$ cat config.mk
export PLATFORM = sky130hd
export DESIGN_NAME = mrd_stage_fsm
export DESIGN_NICKNAME = d
export VERILOG_FILES = /design/src/rtl/mrd_stage_fsm.sv
export SDC_FILE = /design/constraint.sdc
export NUM_CORES = 1
export LEC_CHECK = 0
export CAP_MARGIN = 5
export CORE_MARGIN = 4
export CORE_UTILIZATION = 45
export CTS_CLUSTER_SIZE = 25
export DETAILED_ROUTE_END_ITERATION = 12
export PLACE_DENSITY = 0.77
export SLEW_MARGIN = 5
export SYNTH_ARGS = -nofsm -noshare
export SYNTH_HDL_FRONTEND = slang
export SYNTH_SLANG_ARGS = --single-unit
$ cat constraint.sdc
create_clock -name clk -period 4.6 [get_ports clk]
set_clock_uncertainty 0.15 [all_clocks]
set_input_delay 1.38 -clock clk [delete_from_list [all_inputs] [get_ports clk]]
set_output_delay 1.38 -clock clk [all_outputs]
set_load 0.01 [all_outputs]
$ cat src/rtl/mrd_stage_fsm.sv
// Frame-level sequencer for the mixed-radix DFT engine: sinks one frame, walks every
// factor stage issuing butterfly commands, then drives the output read-out.
module mrd_stage_fsm #(
    parameter int unsigned PTS_W  = 12,
    parameter int unsigned NF_MAX = 6
) (
    input  logic                    clk,
    input  logic                    rst_n,
    input  logic                    in_valid,
    input  logic                    in_sop,
    input  logic                    in_eop,
    input  logic [PTS_W-1:0]        dftpts,
    input  logic [2:0]              num_factors,
    input  logic [NF_MAX*3-1:0]     nf,
    input  logic [NF_MAX*PTS_W-1:0] pts_div_nf,
    input  logic [NF_MAX*PTS_W-1:0] twdl_den,
    input  logic                    bf_ready,
    input  logic                    stage_done,
    input  logic                    src_ready,
    output logic [2:0]              state,
    output logic [PTS_W-1:0]        sink_cnt,
    output logic                    bf_valid,
    output logic [2:0]              bf_factor,
    output logic [2:0]              bf_stage,
    output logic [PTS_W-1:0]        bf_idx,
    output logic                    twdl_sop,
    output logic [PTS_W-1:0]        twdl_numrtr,
    output logic [PTS_W-1:0]        twdl_demontr,
    output logic                    src_valid,
    output logic                    src_sop,
    output logic                    src_eop,
    output logic [PTS_W-1:0]        src_cnt,
    output logic                    err
);

    typedef enum logic [2:0] {
        StIdle   = 3'd0,
        StSink   = 3'd1,
        StStage  = 3'd2,
        StWait   = 3'd3,
        StSource = 3'd4
    } state_e;

    state_e state_q;

    logic [PTS_W-1:0]        pts_q;
    logic [2:0]              nfac_q;
    logic [NF_MAX*3-1:0]     nf_q;
    logic [NF_MAX*PTS_W-1:0] pdn_q;
    logic [NF_MAX*PTS_W-1:0] den_q;

    // Slot views padded to 8 so any 3-bit stage index is safe; missing slots read as den=1.
    logic [2:0]       nf_a  [8];
    logic [PTS_W-1:0] pdn_a [8];
    logic [PTS_W-1:0] den_a [8];

    for (genvar i = 0; i < 8; i++) begin : g_slot
        if (i < NF_MAX) begin : g_used
            assign nf_a[i]  = nf_q[3*i +: 3];
            assign pdn_a[i] = pdn_q[PTS_W*i +: PTS_W];
            assign den_a[i] = den_q[PTS_W*i +: PTS_W];
        end else begin : g_unused
            assign nf_a[i]  = 3'd0;
            assign pdn_a[i] = '0;
            assign den_a[i] = PTS_W'(1);
        end
    end

    logic             nfac_ok;
    logic             last_k;
    logic [2:0]       next_k;
    logic [2:0]       stage_sel;
    logic [PTS_W-1:0] wrap;
    logic [PTS_W-1:0] numrtr_inc;
    logic [PTS_W-1:0] sink_inc;
    logic [PTS_W-1:0] src_inc;
    logic [PTS_W-1:0] pts_m1;
    logic             sop_take;
    logic             sink_last;
    logic             enter_stage;

    assign nfac_ok    = (nfac_q != 3'd0) && (32'(nfac_q) <= NF_MAX);
    assign last_k     = (bf_stage == nfac_q - 3'd1);
    assign next_k     = bf_stage + 3'd1;
    assign stage_sel  = (state_q == StWait) ? next_k : 3'd0;
    // Final stage has no following factor product, so the numerator never leaves 0.
    assign wrap       = last_k ? PTS_W'(1) : den_a[next_k];
    assign numrtr_inc = twdl_numrtr + PTS_W'(1);
    assign sink_inc   = sink_cnt + PTS_W'(1);
    assign src_inc    = src_cnt + PTS_W'(1);
    assign pts_m1     = pts_q - PTS_W'(1);

    assign sop_take    = in_valid && in_sop && (state_q == StIdle || state_q == StSink);
    assign sink_last   = (state_q == StSink) && in_valid && !in_sop && (sink_inc == pts_m1);
    assign enter_stage = (sink_last && nfac_ok) ||
                         ((state_q == StWait) && stage_done && !last_k);

    assign state = state_q;

    always_ff @(posedge clk or negedge rst_n) begin
        if (!rst_n) begin
            state_q      <= StIdle;
            pts_q        <= '0;
            nfac_q       <= '0;
            nf_q         <= '0;
            pdn_q        <= '0;
            den_q        <= '0;
            sink_cnt     <= '0;
            bf_valid     <= 1'b0;
            bf_factor    <= '0;
            bf_stage     <= '0;
            bf_idx       <= '0;
            twdl_sop     <= 1'b0;
            twdl_numrtr  <= '0;
            twdl_demontr <= '0;
            src_valid    <= 1'b0;
            src_sop      <= 1'b0;
            src_eop      <= 1'b0;
            src_cnt      <= '0;
            err          <= 1'b0;
        end else begin
            if (sop_take) begin
                pts_q    <= dftpts;
                nfac_q   <= num_factors;
                nf_q     <= nf;
                pdn_q    <= pts_div_nf;
                den_q    <= twdl_den;
                sink_cnt <= '0;
            end
            if (in_valid && state_q != StIdle && state_q != StSink) begin
                err <= 1'b1;
            end

            case (state_q)
                StIdle: begin
                    if (in_valid && in_sop) begin
                        err     <= in_eop;
                        state_q <= StSink;
                    end
                end
                StSink: begin
                    if (in_valid) begin
                        if (in_sop) begin
                            err <= 1'b1;
                        end else begin
                            sink_cnt <= sink_inc;
                            if (sink_last) begin
                                if (!in_eop || !nfac_ok) err <= 1'b1;
                                if (!nfac_ok) state_q <= StIdle;
                            end else if (in_eop) begin
                                err <= 1'b1;
                            end
                        end
                    end
                end
                StStage: begin
                    if (stage_done) err <= 1'b1;
                    if (bf_ready) begin
                        bf_idx      <= bf_idx + PTS_W'(1);
                        twdl_sop    <= 1'b0;
                        twdl_numrtr <= (numrtr_inc == wrap) ? '0 : numrtr_inc;
                        if (bf_idx == pdn_a[bf_stage] - PTS_W'(1)) begin
                            bf_valid <= 1'b0;
                            state_q  <= StWait;
                        end
                    end
                end
                StWait: begin
                    if (stage_done && last_k) begin
                        state_q   <= StSource;
                        src_valid <= 1'b1;
                        src_sop   <= 1'b1;
                        src_eop   <= (pts_m1 == '0);
                        src_cnt   <= '0;
                    end
                end
                StSource: begin
                    if (src_ready) begin
                        if (src_eop) begin
                            state_q   <= StIdle;
                            src_valid <= 1'b0;
                            src_sop   <= 1'b0;
                            src_eop   <= 1'b0;
                            src_cnt   <= '0;
                        end else begin
                            src_cnt <= src_inc;
                            src_sop <= 1'b0;
                            src_eop <= (src_inc == pts_m1);
                        end
                    end
                end
                default: state_q <= StIdle;
            endcase

            if (enter_stage) begin
                state_q      <= StStage;
                bf_valid     <= 1'b1;
                bf_stage     <= stage_sel;
                bf_factor    <= nf_a[stage_sel];
                twdl_demontr <= den_a[stage_sel];
                bf_idx       <= '0;
                twdl_numrtr  <= '0;
                twdl_sop     <= 1'b1;
            end
        end
    end

endmodule

### Word-level counts from Yosys, hierarchy flattened

Index checks and enable logic that the tools add are counted.

* register bits: 252
* input bits: 185
* output and inout bits: 75
* word-level logic and storage cells: 156

* add/sub/neg operators: 8
* magnitude comparators: 4
* equal/unequal tests: 23
* multiplexer cells: 67
* bitwise gates (word level): 3
* reductions and logical operators: 32

Operators with widths (count)
* 12-bit 2-to-1 mux: 21
* 12-bit binary-select mux with 3-bit select: 3
* 12-bit by 1-bit adder with 12-bit output (second input constant): 4
* 12-bit == test: 4
* 3-bit 2-to-1 mux: 14
* 3-bit inequality test (second input constant): 9
* 12-bit one-hot mux with 2 select lines: 1
* 12-bit by 1-bit subtractor with 12-bit output (second input constant): 2
* 1-bit 2-to-1 mux: 22
* 3-bit one-hot mux with 5 select lines: 1
* 4-bit >= comparator (second input constant): 3
* 1-bit logical AND: 12
* 12-bit zero test: 1
* 3-bit inverter with 4-bit output: 3
* 10-bit AND reduction: 1
* 3-bit binary-select mux with 3-bit select: 1
* 2-bit nonzero test: 4
* 3-bit by 2-bit == test with 1-bit output (second input constant): 2
* 1-bit one-hot mux with 2 select lines: 3
* 3-bit AND reduction: 2
* 3-bit nonzero test: 2
* 1-bit zero test: 4
* 2-bit inequality test (second input constant): 2
* 4-bit AND reduction: 1
* 13 further kinds: 15

### Longest topological paths before layout

Gate-level depths: netlist (run 1).

* depth in word-level cells: 11
* depth in mapped cells: 13
* gate-level depth less buffers: 11

### Least setup slack after synthesis (run 1)

Ideal clock, no wire load.

* path type: input to register
* start: input port in_valid
* end: register twdl_numrtr[0]
* setup time: 0.125 ns
* arrival time: 3.460 ns
* required time: 4.325 ns
* path slack: 0.865 ns
* stages on the path: 9
* buffers on the path: 0
* path through: nor2b_1 > nand3_1 > nor3_1 > nand4_1 > or3_1 > or4_4 > o21ai_4 > nor2_2 > mux2_2

* cells in the longest elaborated chain, start to end: 7
* elaborated cells on any way between the ends: 9
* classes of those cells: mux (1); reduce/logical (8)

Ends and longest elaborated chain
* start: declaration: RTL line 9 `input logic in_valid,`
* 1-bit logical AND (*) (3 in a row): RTL line 94 `assign sink_last = (state_q == StSink) && in_valid && !in_sop && (sink_inc == pts_m1);`
* 1-bit logical AND (*): RTL line 95 `assign enter_stage = (sink_last && nfac_ok) ||`
* 1-bit logical OR (*): RTL line 95
* 2-bit nonzero test (no line)
* 2-bit AND reduction (no line)
* end signal: assignment: RTL line 161 `twdl_numrtr <= (numrtr_inc == wrap) ? '0 : numrtr_inc;`
* end: declaration: RTL line 27 `output logic [PTS_W-1:0] twdl_numrtr,`

Every way passes the cells marked *; elsewhere a longest branch is shown, timed or not.
A chain may end at the register's enable or synchronous reset.

### Final worst setup path (run 1)

* start: input port in_sop
* end: register twdl_numrtr[2]

* cells in the longest elaborated chain, start to end: 7
* elaborated cells on any way between the ends: 9
* classes of those cells: mux (1); reduce/logical (8)

Ends and longest elaborated chain
* start: declaration: RTL line 10 `input logic in_sop,`
* 1-bit zero test (*): RTL line 94
* 1-bit logical AND (*) (2 in a row): RTL line 94
* 1-bit logical AND (*): RTL line 95
* 1-bit logical OR (*): RTL line 95
* 2-bit nonzero test (no line)
* 2-bit AND reduction (no line)

Marks and branches as above.

==> reports/results.txt, run 1 <==
Status -> complete, no violations
Via Count -> 12,700
Post-CTS setup buffer count -> 0
Vias in the first global route -> 12,600
Worst EP required -> 4.86 ns
Crit end category -> flop
Die Area -> 0.0336 mm²
Final wirelength -> 42,200 µm
Largest delay contributor family on the critical path -> simple AND/OR/NAND/NOR gates
Drt via density -> 5.54
Num rows -> 63
Overflow after GRT -> 0
Critical Path Slowest Stage Cell -> clkdlybuf4s50_1
Placer congestion estimate -> 0.901
Post-synth EDFFs -> 0
Sequential Power Share -> 41.9%
Root buf cell -> clkbuf_16
Clk_lat worst skew -> 0.54 ns
Initial Util -> 46.1%
Die height -> 183 µm
CTS Hold Bufs -> 0
Initial DRT Pass Iterations -> 5
Tot GR Track Use -> 24.5%
Syn_nets -> 1,861
Critical path fanouts, max -> 27
Mapped Cells -> 1,665
Antenna Nets Post-Route -> 0
Ant diodes -> 0
Fin nets -> 2,081
Seq/Total Area, Yosys -> 45.7%
# setup viols final -> 0
Seq cells post-synth -> 252
WL per Instance -> 18.4 µm
Fillcell total -> 2,682
Internal Pwr Total -> 4530 µW
Area grow syn2layout -> 28.1%
CTS Buf Count -> 28
CP Class -> input port to flop
Max IR drop VDD -> 0.344 mV
Share of cells above drive strength 1 -> 6.03%
# DRC -> 0
DP HPWL -> 30,800 µm
Yosys warns -> 0
Sw Ratio -> 29.7%
Pwr per Cell Area -> 364 mW/mm²
Clock slew at reported path FFs -> 0.06 ns
Pin count of the biggest net entering global routing -> 108
RSZ-0062 raised after global routing -> no
Synth unique cells -> 66
Worst Path Buf+Inv -> 2
CP max stage delay -> 0.50 ns
Comb pwr share -> 22.8%
Worst setup SP type -> input port
Slew Limit Fails -> 0
Tcrit/Tclk final -> 84.8%
Leakage power -> 0.00812 µW
Hold Vio Cnt, Final -> 0
Critical-path cell list -> clkdlybuf4s50_1, nor2b_1, nand3_1, nor3_1, nand4_1, or3_1, or4_4, o21a_1, buf_4, o21ai_2, nor2_1
Synthesized area -> 0.0138 mm²
Area of the core -> 0.0300 mm²
Max-Cap Viols -> 0
CTS tree -> built
Top FF cell, synth -> dfrtp_1
Clk sink count -> 252
Worst relative slew slack -> 33.9%
Switching power -> 1910 µW
IO Count -> 260
Share of flip-flops with an asynchronous set or reset -> 100%
First DRT Iteration DRCs -> 1,055
Clock Path Buffers -> 3
Post-Route Setup TNS -> 0 ns
Final min period -> 3.90 ns
Hold WC Path Type -> flop to flop
Peak Freq -> 256 MHz
DIE WIDTH -> 183 µm
Syn avg cell area -> 8.29 µm²
Total power -> 6440 µW
H-tree depth -> 1
Initial antenna violation count -> 1
Global-route wire length before repair -> 66,300 µm
Post-CTS resize count -> 0
Worst-Margin Slew -> 0.989 ns
Clock network power share -> 35.3%
# port buffers -> 259
Arrival time worst endpoint -> 4.17 ns
-- synthesized netlist by cell type (14+ instances only) --
master | count | area [µm²]
nand3_1 | 67 | 335
clkbuf_1 | 68 | 255
o21ai_0 | 50 | 250
mux2_2 | 18 | 203
a31oi_1 | 23 | 144
nand2_1 | 667 | 2500
nand4_1 | 14 | 87.6
xor2_1 | 35 | 307
mux2i_1 | 51 | 510
a21oi_1 | 30 | 150
and3_1 | 14 | 87.6
nor2_1 | 94 | 353
nor3_1 | 24 | 120
xnor2_1 | 63 | 552
dfrtp_1 | 252 | 6310
-- tightest hold or removal path: stages (launching register included) --
cell and delay [ns]:
dfrtp_1 0.34, nand2_1 0.05, nand2_1 0.05
-- cells in the final DEF (no fill, tap or decap), types with 14 or more instances in the layout --
master,count
clkdlybuf4s50_1,258
buf_4,14
o21ai_0,50
nand4_1,14
a31oi_1,23
mux2i_1,51
and3_1,14
clkbuf_16,29
xnor2_1,63
nand3_1,66
dfrtp_1,251
nand2_1,667
a21oi_1,30
nor2_1,94
xor2_1,34
mux2_2,18
nor3_1,23
-- area by class of cell --
| cell class | count | area (µm²) | share of cell area (%) |
|---|---|---|---|
| sequential | 252 | 6310 | 35.7 |
| clock inverter | 7 | 90.1 | 0.509 |
| tap | 390 | 488 | 2.76 |
| clock buffer | 44 | 852 | 4.82 |
| timing repair buffer | 278 | 2800 | 15.8 |
| inverter | 14 | 52.6 | 0.297 |
| multi-input combinational | 1311 | 7100 | 40.1 |
-- kinds of logic after synthesis --
logic type	after synthesis	share of synthesized area, %
AOI/OAI and AO/OA	179	8.33
xor gates and xnor gates	102	6.87
adders and majority gates	11	0.997
buffers and inverters	102	3.13
DFF	252	45.7
muxes	77	6.47
and+or+nand+nor	942	28.5
-- sequential cells by signal, summed over array words and instances, names as in the netlist, 12 cells and up --
| register | cells |
|---|---|
| pdn_q | 72 |
| nf_q | 18 |
| twdl_numrtr | 12 |
| pts_q | 12 |
| sink_cnt | 12 |
| bf_idx | 12 |
| src_cnt | 12 |
| twdl_demontr | 12 |
| den_q | 72 |
-- layer usage --
| layer | share of wire [%] | wire length (µm) | vias to the layer above | GRT usage [%] |
|---|---|---|---|---|
| met4 | 3.9 | 1670 | 2 | 8.91 |
| met5 | 0.040 | 17 | - | 0 |
| li1 | - | - | 5992 | - |
| met2 | 47 | 19900 | 525 | 40.0 |
| met3 | 8.5 | 3610 | 96 | 5.32 |
| met1 | 40 | 17000 | 6105 | 32.2 |
-- stage by stage --
step,utilization (%),hold slack (ns),std cells,instance area (µm²),setup WS [ns]
6_report,59.1,0.322,2296,17700,0.698
5_1_grt,59.1,0.337,2296,17700,0.445
4_1_cts,59.1,0.324,2296,17700,0.722
3_5_place_dp,55.9,0.310,2245,16700,0.183
3_3_place_gp,55.9,0.303,2245,16700,0.248
2_1_floorplan,-,0.288,1665,13800,0.865
-- path summary, 6_finish.rpt --
check	endpoint	slack, ns	start	cells after the start
max reg2reg	bf_valid	0.76	bf_stage[0]	10
max in group asynchronous	pdn_q[67]	2.82	rst_n	2
min reg2reg	pdn_q[46]	0.32	pdn_q[46]	2
max	twdl_numrtr[2]	0.70	in_sop	11
min in group asynchronous	src_cnt[6]	0.57	rst_n	1
min	pdn_q[46]	0.32	pdn_q[46]	2
-- power groups by stage --
stage                     clock (µW)  combinational [µW]  sequential [µW]
after CTS                       2310                1470             2700
after detailed placement           0                1460             2730
after global placement             0                1420             2720
after global routing            2400                1620             2730
after floorplan                    0                 886             2660
final                           2270                1470             2700
No activity file was read; power rests on OpenSTA's default activity.
==> run 2: changes to the inputs <==
--- a/config.mk
+++ b/config.mk
@@ -10,7 +10,7 @@
 export CORE_UTILIZATION = 45
 export CTS_CLUSTER_SIZE = 25
 export DETAILED_ROUTE_END_ITERATION = 12
-export PLACE_DENSITY = 0.77
+export PLACE_DENSITY = 0.79
 export SLEW_MARGIN = 5
 export SYNTH_ARGS = -nofsm -noshare
 export SYNTH_HDL_FRONTEND = slang
==> constraint.sdc (replaced) <==
create_clock -name clk -period 3.4 [get_ports clk]
set_clock_uncertainty 0.15 [all_clocks]
set_input_delay 1.02 -clock clk [delete_from_list [all_inputs] [get_ports clk]]
set_output_delay 1.02 -clock clk [all_outputs]
set_load 0.01 [all_outputs]
==> run 2 against run 1 <==
Effect of this change: sequential share of layout area is 1.5 points lower; sequential power increased by 35%; register-to-register slack lost 0.65 ns; utilization grew 2.6 points; clock power grew 44%; routed wire length rose by 3.6%; clock-buffer cell count decreased by 4; final cell count rose by 2.8%; critical path depth unchanged; final area rose by 4.5%; global-route usage increased by 0.80 points; largest cell class unchanged.
==> reports/results.txt, run 2 (synthesis results as in run 1) <==
Status -> complete, no violations
CTS tree -> built
Clock slew at reported path FFs -> 0.06 ns (about the same)
Clock network power share -> 35.8% (+0.5 points)
Placed cell areas -> 0.0173 mm² (+3.3%)
Num rows -> 63 (unchanged)
Root buf cell -> clkbuf_16
CP Class -> input port to flop
CTS Buf Count -> 29 (+3.6%)
Worst-Margin Slew -> 0.626 ns (-0.363 ns)
Tcrit/Tclk final -> 97.2%
Leakage power -> 0.00854 µW (+5.1%)
Switching power -> 2730 µW (+43%)
Placer congestion estimate -> 0.925 (+2.7%)
WL per Instance -> 18.5 µm (+0.80%)
Area grow syn2layout -> 33.8%
Clk_lat worst skew -> 0.55 ns (about the same)
Worst r2r src -> bf_stage[0]
Drt via density -> 5.52 (-0.42%)
Clock Path Buffers -> 3 (unchanged)
Initial DRT Pass Iterations -> 7 (+2)
Antenna Nets Post-Route -> 0 (unchanged)
Global-route wire length before repair -> 68,300 µm (+2.9%)
Area of the core -> 0.0300 mm² (unchanged)
Tot GR Track Use -> 25.3% (+0.80 points)
Critical path fanouts, max -> 8 (-70%)
Max IR drop VDD -> 0.356 mV (+3.4%)
Commonest non-fill, non-tap cell in the layout -> nand2_1
Commonest cells after routing, fill and taps aside -> nand2_1, clkdlybuf4s50_1, dfrtp_1
Placed Cells -> 2,305 (+2.7%)
R2r worst-path depth -> 12 (+2)
Overflow after GRT -> 0 (unchanged)
Arrival time worst endpoint -> 3.58 ns (-0.59 ns)
Comb pwr share -> 24.5% (+1.7 points)
Fin cells -> 2,360 (+2.8%)
Fin nets -> 2,145 (+3.1%)
Worst EP required -> 3.68 ns (-1.18 ns)
Worst Slack Setup Final -> 0.0938 ns (-0.604 ns)
Finished Cell Area -> 0.0185 mm² (+4.5%)
Worst relative slew slack -> 58.2% (+24 points)
Slew Limit Fails -> 0 (unchanged)
Initial antenna violation count -> 0 (-1)
Final wirelength -> 43,800 µm (+3.6%)
Hold Vio Cnt, Final -> 0 (unchanged)
Clk sink count -> 252 (unchanged)
DP HPWL -> 32,700 µm (+6.1%)
Hold WC Path Type -> input port to async pin
Via Count -> 13,000 (+2.4%)
Post-Route Setup TNS -> 0 ns (unchanged)
Total power -> 9150 µW (+42%)
Pin count of the biggest net entering global routing -> 82 (-24%)
# setup viols final -> 0 (unchanged)
IO Count -> 260 (unchanged)
Vias in the first global route -> 12,800 (+1.3%)
Peak Freq -> 302 MHz
Reg2reg setup slack -> 0.11 ns (-0.65 ns)
Worst setup SP type -> input port
Die Area -> 0.0336 mm² (unchanged)
Share of cells above drive strength 1 -> 10.4% (+4.3 points)
# port buffers -> 259 (unchanged)
Initial Util -> 46.1% (unchanged)
Largest registers -> den_q x72, pdn_q x72, nf_q x18
Final min period -> 3.31 ns
DIE WIDTH -> 183 µm (unchanged)
Ant diodes -> 0 (unchanged)
Die height -> 183 µm (unchanged)
Setup WS pre-CTS -> -0.580 ns (-0.763 ns)
# DRC -> 0 (unchanged)
First DRT Iteration DRCs -> 1,129 (+7.0%)
Pwr per Cell Area -> 495 mW/mm² (+36%)
Internal Pwr Total -> 6430 µW (+42%)
Sw Ratio -> 29.8% (+0.11 points)
H-tree depth -> 1 (unchanged)
Sequential Power Share -> 39.8% (-2.1 points)
RSZ-0062 raised after global routing -> yes
Reg-to-reg endpoint -> twdl_numrtr[7]
CP Launch Point -> in_valid
Max-Cap Viols -> 0 (unchanged)
Crit end category -> flop
==> run 2: cell count changes in the layout (fill, tap and decap cells not counted), sizes merged <==
cell,previous run,this run
clkinv,4,8
bufinv,2,4
buf,20,83
clkinvlp,2,1
clkbuf,44,40
==> run 2: worst max-delay path by stage <==
stage,endpoint,slack [ns],depth (start not counted)
finish,twdl_numrtr[7],0.09,11
global route,twdl_numrtr[11],-0.06,12
CTS,twdl_demontr[0],0.03,10
detailed placement,state[0],-0.58,11
global placement,state[0],-0.55,11
floorplan,twdl_numrtr[0],0.02,10
==> run 2: area by class of cell <==
class,instances,area [µm²]
clock buffers,40,837
clock inverters,12,163
fillers,2530,11500
inverters,14,52.6
multi-input cells,1311,7250
flip-flops and latches,252,6310
well taps,390,488
repair buffers,341,3380
==> run 2: critical path, cell delays in order <==
cell and delay, ns:
clkdlybuf4s50_1 0.49, nor2b_4 0.19, nand3_2 0.11, nor3_2 0.16, nand4_1 0.10, or3_1 0.33
or4_4 0.59, o21a_4 0.25, buf_4 0.14, o21ai_4 0.11, nor2_1 0.10
==> run 2: what timing repair did <==
item | CTS | global route
pin swaps | 0 | 8
hold buffers | 0 | 0
gates resized for setup | 6 | 23
gates cloned | 0 | 0
setup endpoints to repair | 20 | 30
endpoints found under the hold margin | 0 | 0
setup buffers | 0 | 3
==> run 2: power groups by stage <==
stage	clock network (µW)	logic, µW	registers, µW
after floorplan	0	1200	3600
after global placement	0	2100	3660
after detailed placement	0	2160	3670
after CTS	3320	2180	3630
after global routing	3440	2440	3670
final	3270	2240	3640
==> run 2: stage by stage <==
stage | hold slack [ns] | utilization, %
5_1_grt | 0.340 | 61.7
3_5_place_dp | 0.309 | 57.7
2_1_floorplan | 0.288 | -
4_1_cts | 0.324 | 61.2
3_3_place_gp | 0.303 | 57.7
6_report | 0.281 | 61.7
==> run 2: per-layer routing <==
| layer | part of all wire (%) | global-route usage (%) | wire length, µm | vias to the layer above |
|---|---|---|---|---|
| li1 | - | - | - | 6112 |
| met1 | 41 | 33.5 | 17800 | 6245 |
| met2 | 47 | 41.6 | 20700 | 568 |
| met3 | 8.3 | 5.16 | 3640 | 95 |
| met4 | 3.8 | 8.70 | 1650 | 0 |
| met5 | 0 | 0 | 0 | - |
==> run 3: changes to the inputs <==
--- a/config.mk
+++ b/config.mk
@@ -10,7 +10,7 @@
 export CORE_UTILIZATION = 45
 export CTS_CLUSTER_SIZE = 25
 export DETAILED_ROUTE_END_ITERATION = 12
-export PLACE_DENSITY = 0.79
+export PLACE_DENSITY_LB_ADDON = 0.08
 export SLEW_MARGIN = 5
 export SYNTH_ARGS = -nofsm -noshare
 export SYNTH_HDL_FRONTEND = slang
==> constraint.sdc (replaced) <==
create_clock -name clk -period 3.4 [get_ports clk]
set_clock_uncertainty 0.15 [all_clocks]
set_input_delay 0.85 -clock clk [delete_from_list [all_inputs] [get_ports clk]]
set_output_delay 0.85 -clock clk [all_outputs]
set_load 0.01 [all_outputs]
==> run 3 against run 2 <==
Effect of this change: utilization is 0.52 points higher; combinational power about the same; final cell count increased by 1.0%; register-to-register slack got worse by 0.09 ns; sequential power about the same; via count fell by 1.3%; final area increased by 0.85%.
==> reports/results.txt, run 3 (synthesis results as in run 1) <==
Status -> complete, no violations
Placer congestion estimate -> 0.915 (-1.1%)
# setup viols final -> 0 (unchanged)
Register area -> 0.00631 mm² (about the same)
Antenna Nets Post-Route -> 0 (unchanged)
Die Area -> 0.0336 mm² (unchanged)
Worst-Margin Slew -> 0.883 ns (+0.257 ns)
Tcrit/Tclk final -> 99.3% (+2.1 points)
Largest registers -> den_q x72, pdn_q x72, nf_q x18
Global-route wire length before repair -> 67,800 µm (-0.73%)
Hold WC Path Type -> input port to async pin
RSZ-0062 raised after global routing -> yes
Multi-input gate area -> 0.00725 mm² (about the same)
Commonest non-fill, non-tap cell in the layout -> nand2_1
Max-Cap Viols -> 0 (unchanged)
Reg-to-reg endpoint -> state[0]
Setup WS pre-CTS -> -0.386 ns (+0.193 ns)
Hold Vio Cnt, Final -> 0 (unchanged)
WL per Instance -> 18.6 µm (+0.31%)
Drt via density -> 5.39 (-2.3%)
Initial Util -> 46.1% (unchanged)
Area grow syn2layout -> 34.9%
Initial DRT Pass Iterations -> 5 (-2)
Fin nets -> 2,175 (+1.4%)
Ant diodes -> 0 (unchanged)
Critical path fanouts, max -> 11 (+3)
Commonest cells after routing, fill and taps aside -> nand2_1, clkdlybuf4s50_1, dfrtp_1
Worst path most repeated cell -> buf_4
First DRT Iteration DRCs -> 791 (-30%)
CTS Buf Count -> 29 (unchanged)
Worst EP required -> 3.74 ns (+0.06 ns)
Placed cell areas -> 0.0175 mm² (+1.0%)
Reg2reg setup slack -> 0.02 ns (-0.09 ns)
CTS Hold Bufs -> 0 (unchanged)
Worst r2r src -> bf_stage[0]
Placed Cells -> 2,331 (+1.1%)
Clk sink count -> 252 (unchanged)
R2r worst-path depth -> 12 (unchanged)
DP HPWL -> 33,100 µm (+1.5%)
Num rows -> 63 (unchanged)
Die height -> 183 µm (unchanged)
# port buffers -> 259 (unchanged)
Clock Path Buffers -> 3 (unchanged)
Area of the core -> 0.0300 mm² (unchanged)
Critical Path Slowest Stage Cell -> mux4_2
Final wirelength -> 44,300 µm (+1.3%)
Fin util -> 62.2% (+0.52 points)
Fin cells -> 2,384 (+1.0%)
Peak Freq -> 296 MHz (-2.1%)
Share of cells above drive strength 1 -> 11.3% (+0.98 points)
CP max stage delay -> 0.57 ns (-0.02 ns)
Worst relative slew slack -> 41.0% (-17 points)
Root buf cell -> clkbuf_16
Overflow after GRT -> 0 (unchanged)
Worst Slack Setup Final -> 0.0241 ns (-0.0697 ns)
CP Class -> flop to flop
Critical-path cell list -> buf_4, buf_6, mux4_2, a22oi_1, buf_4, xor2_1, o211ai_1, a211oi_2, nand4_1, or4_4, buf_4, o21ai_1
Pin count of the biggest net entering global routing -> 75 (-8.5%)
H-tree depth -> 1 (unchanged)
Fin Hold WS -> 0.0882 ns (-0.193 ns)
Vias in the first global route -> 12,500 (-2.5%)
Initial antenna violation count -> 0 (unchanged)
IO Count -> 260 (unchanged)
Clk_lat worst skew -> 0.57 ns (+0.02 ns)
Fillcell total -> 2,690 (+6.3%)
Tot GR Track Use -> 25.3% (about the same)
Finished Cell Area -> 0.0186 mm² (+0.85%)
Arrival time worst endpoint -> 3.71 ns (+0.13 ns)
Pwr per Cell Area -> 478 mW/mm² (-3.6%)
Slew Limit Fails -> 0 (unchanged)
# DRC -> 0 (unchanged)
Worst setup SP type -> flop
Max IR drop VDD -> 0.475 mV (+34%)
DIE WIDTH -> 183 µm (unchanged)
Via Count -> 12,900 (-1.3%)
Crit end category -> flop
Leakage power -> 0.00863 µW (+1.0%)
CTS tree -> built
Final min period -> 3.38 ns (+0.0697 ns)
Clock slew at reported path FFs -> 0.06 ns (about the same)
==> run 3: cell count changes in the layout (fill, tap and decap cells not counted), sizes merged <==
cell | before | now
buf | 83 | 112
bufinv | 4 | 1
clkinv | 8 | 5
clkbuf | 40 | 41
clkinvlp | 1 | 0
inv | 13 | 14
==> run 3: stage by stage <==
| step | total power [µW] | TNS, ns |
|---|---|---|
| detailed placement | 5860 | -13.42 |
| global route | 9340 | -0.650 |
| CTS | 8890 | 0 |
| finish | 8900 | 0 |
| global placement | 5810 | -12.14 |
| floorplan | 4800 | 0 |
==> run 3: critical path, delay by kind of cell, from the launching register on <==
family / cells / cell delay, ns
flip-flops: 1 / 0.50
AND/OR/NAND/NOR: 2 / 0.56
buffers and inverters: 4 / 0.72
XOR/XNOR: 1 / 0.16
multiplexers: 1 / 0.57
AO/OA/AOI/OAI: 4 / 0.64
==> run 3: how the worst max path moves through the flow <==
stage	from	end	slack, ns
CTS	bf_stage[0]	twdl_numrtr[7]	0.01
finish	bf_stage[0]	state[0]	0.02
global route	bf_stage[0]	state[0]	-0.08
floorplan	pts_q[2]	twdl_numrtr[0]	0.02
detailed placement	in_valid	twdl_demontr[6]	-0.39
global placement	in_valid	twdl_demontr[0]	-0.36
==> run 3: final cells by class <==
cell class / count / area share [%]
clock buffer: 40 / 4.49
inverter: 14 / 0.282
tap: 390 / 2.62
timing repair buffer: 371 / 19.4
sequential: 252 / 33.9
clock inverter: 6 / 0.376
multi-input combinational: 1311 / 38.9
==> run 3: routing by layer <==
| metal | up-vias | global-route usage, % | wire length (µm) |
|---|---|---|---|
| li1 | 6181 | - | - |
| met1 | 6162 | 34.0 | 18700 |
| met2 | 443 | 42.7 | 21300 |
| met3 | 69 | 4.38 | 3020 |
| met4 | 0 | 6.56 | 1240 |
| met5 | - | 0 | 0 |
==> run 3: what timing repair did <==
item / CTS / global route
endpoints found under the setup margin: 22 / 45
pin swaps: 0 / 13
gates cloned: 0 / 1
resized for setup: 4 / 24
setup buffers: 0 / 6
==> run 3: report_power, final <==
part	internal [µW]	switching [µW]
Combinational	1110	1160
Sequential	3340	281
Clock	1770	1240
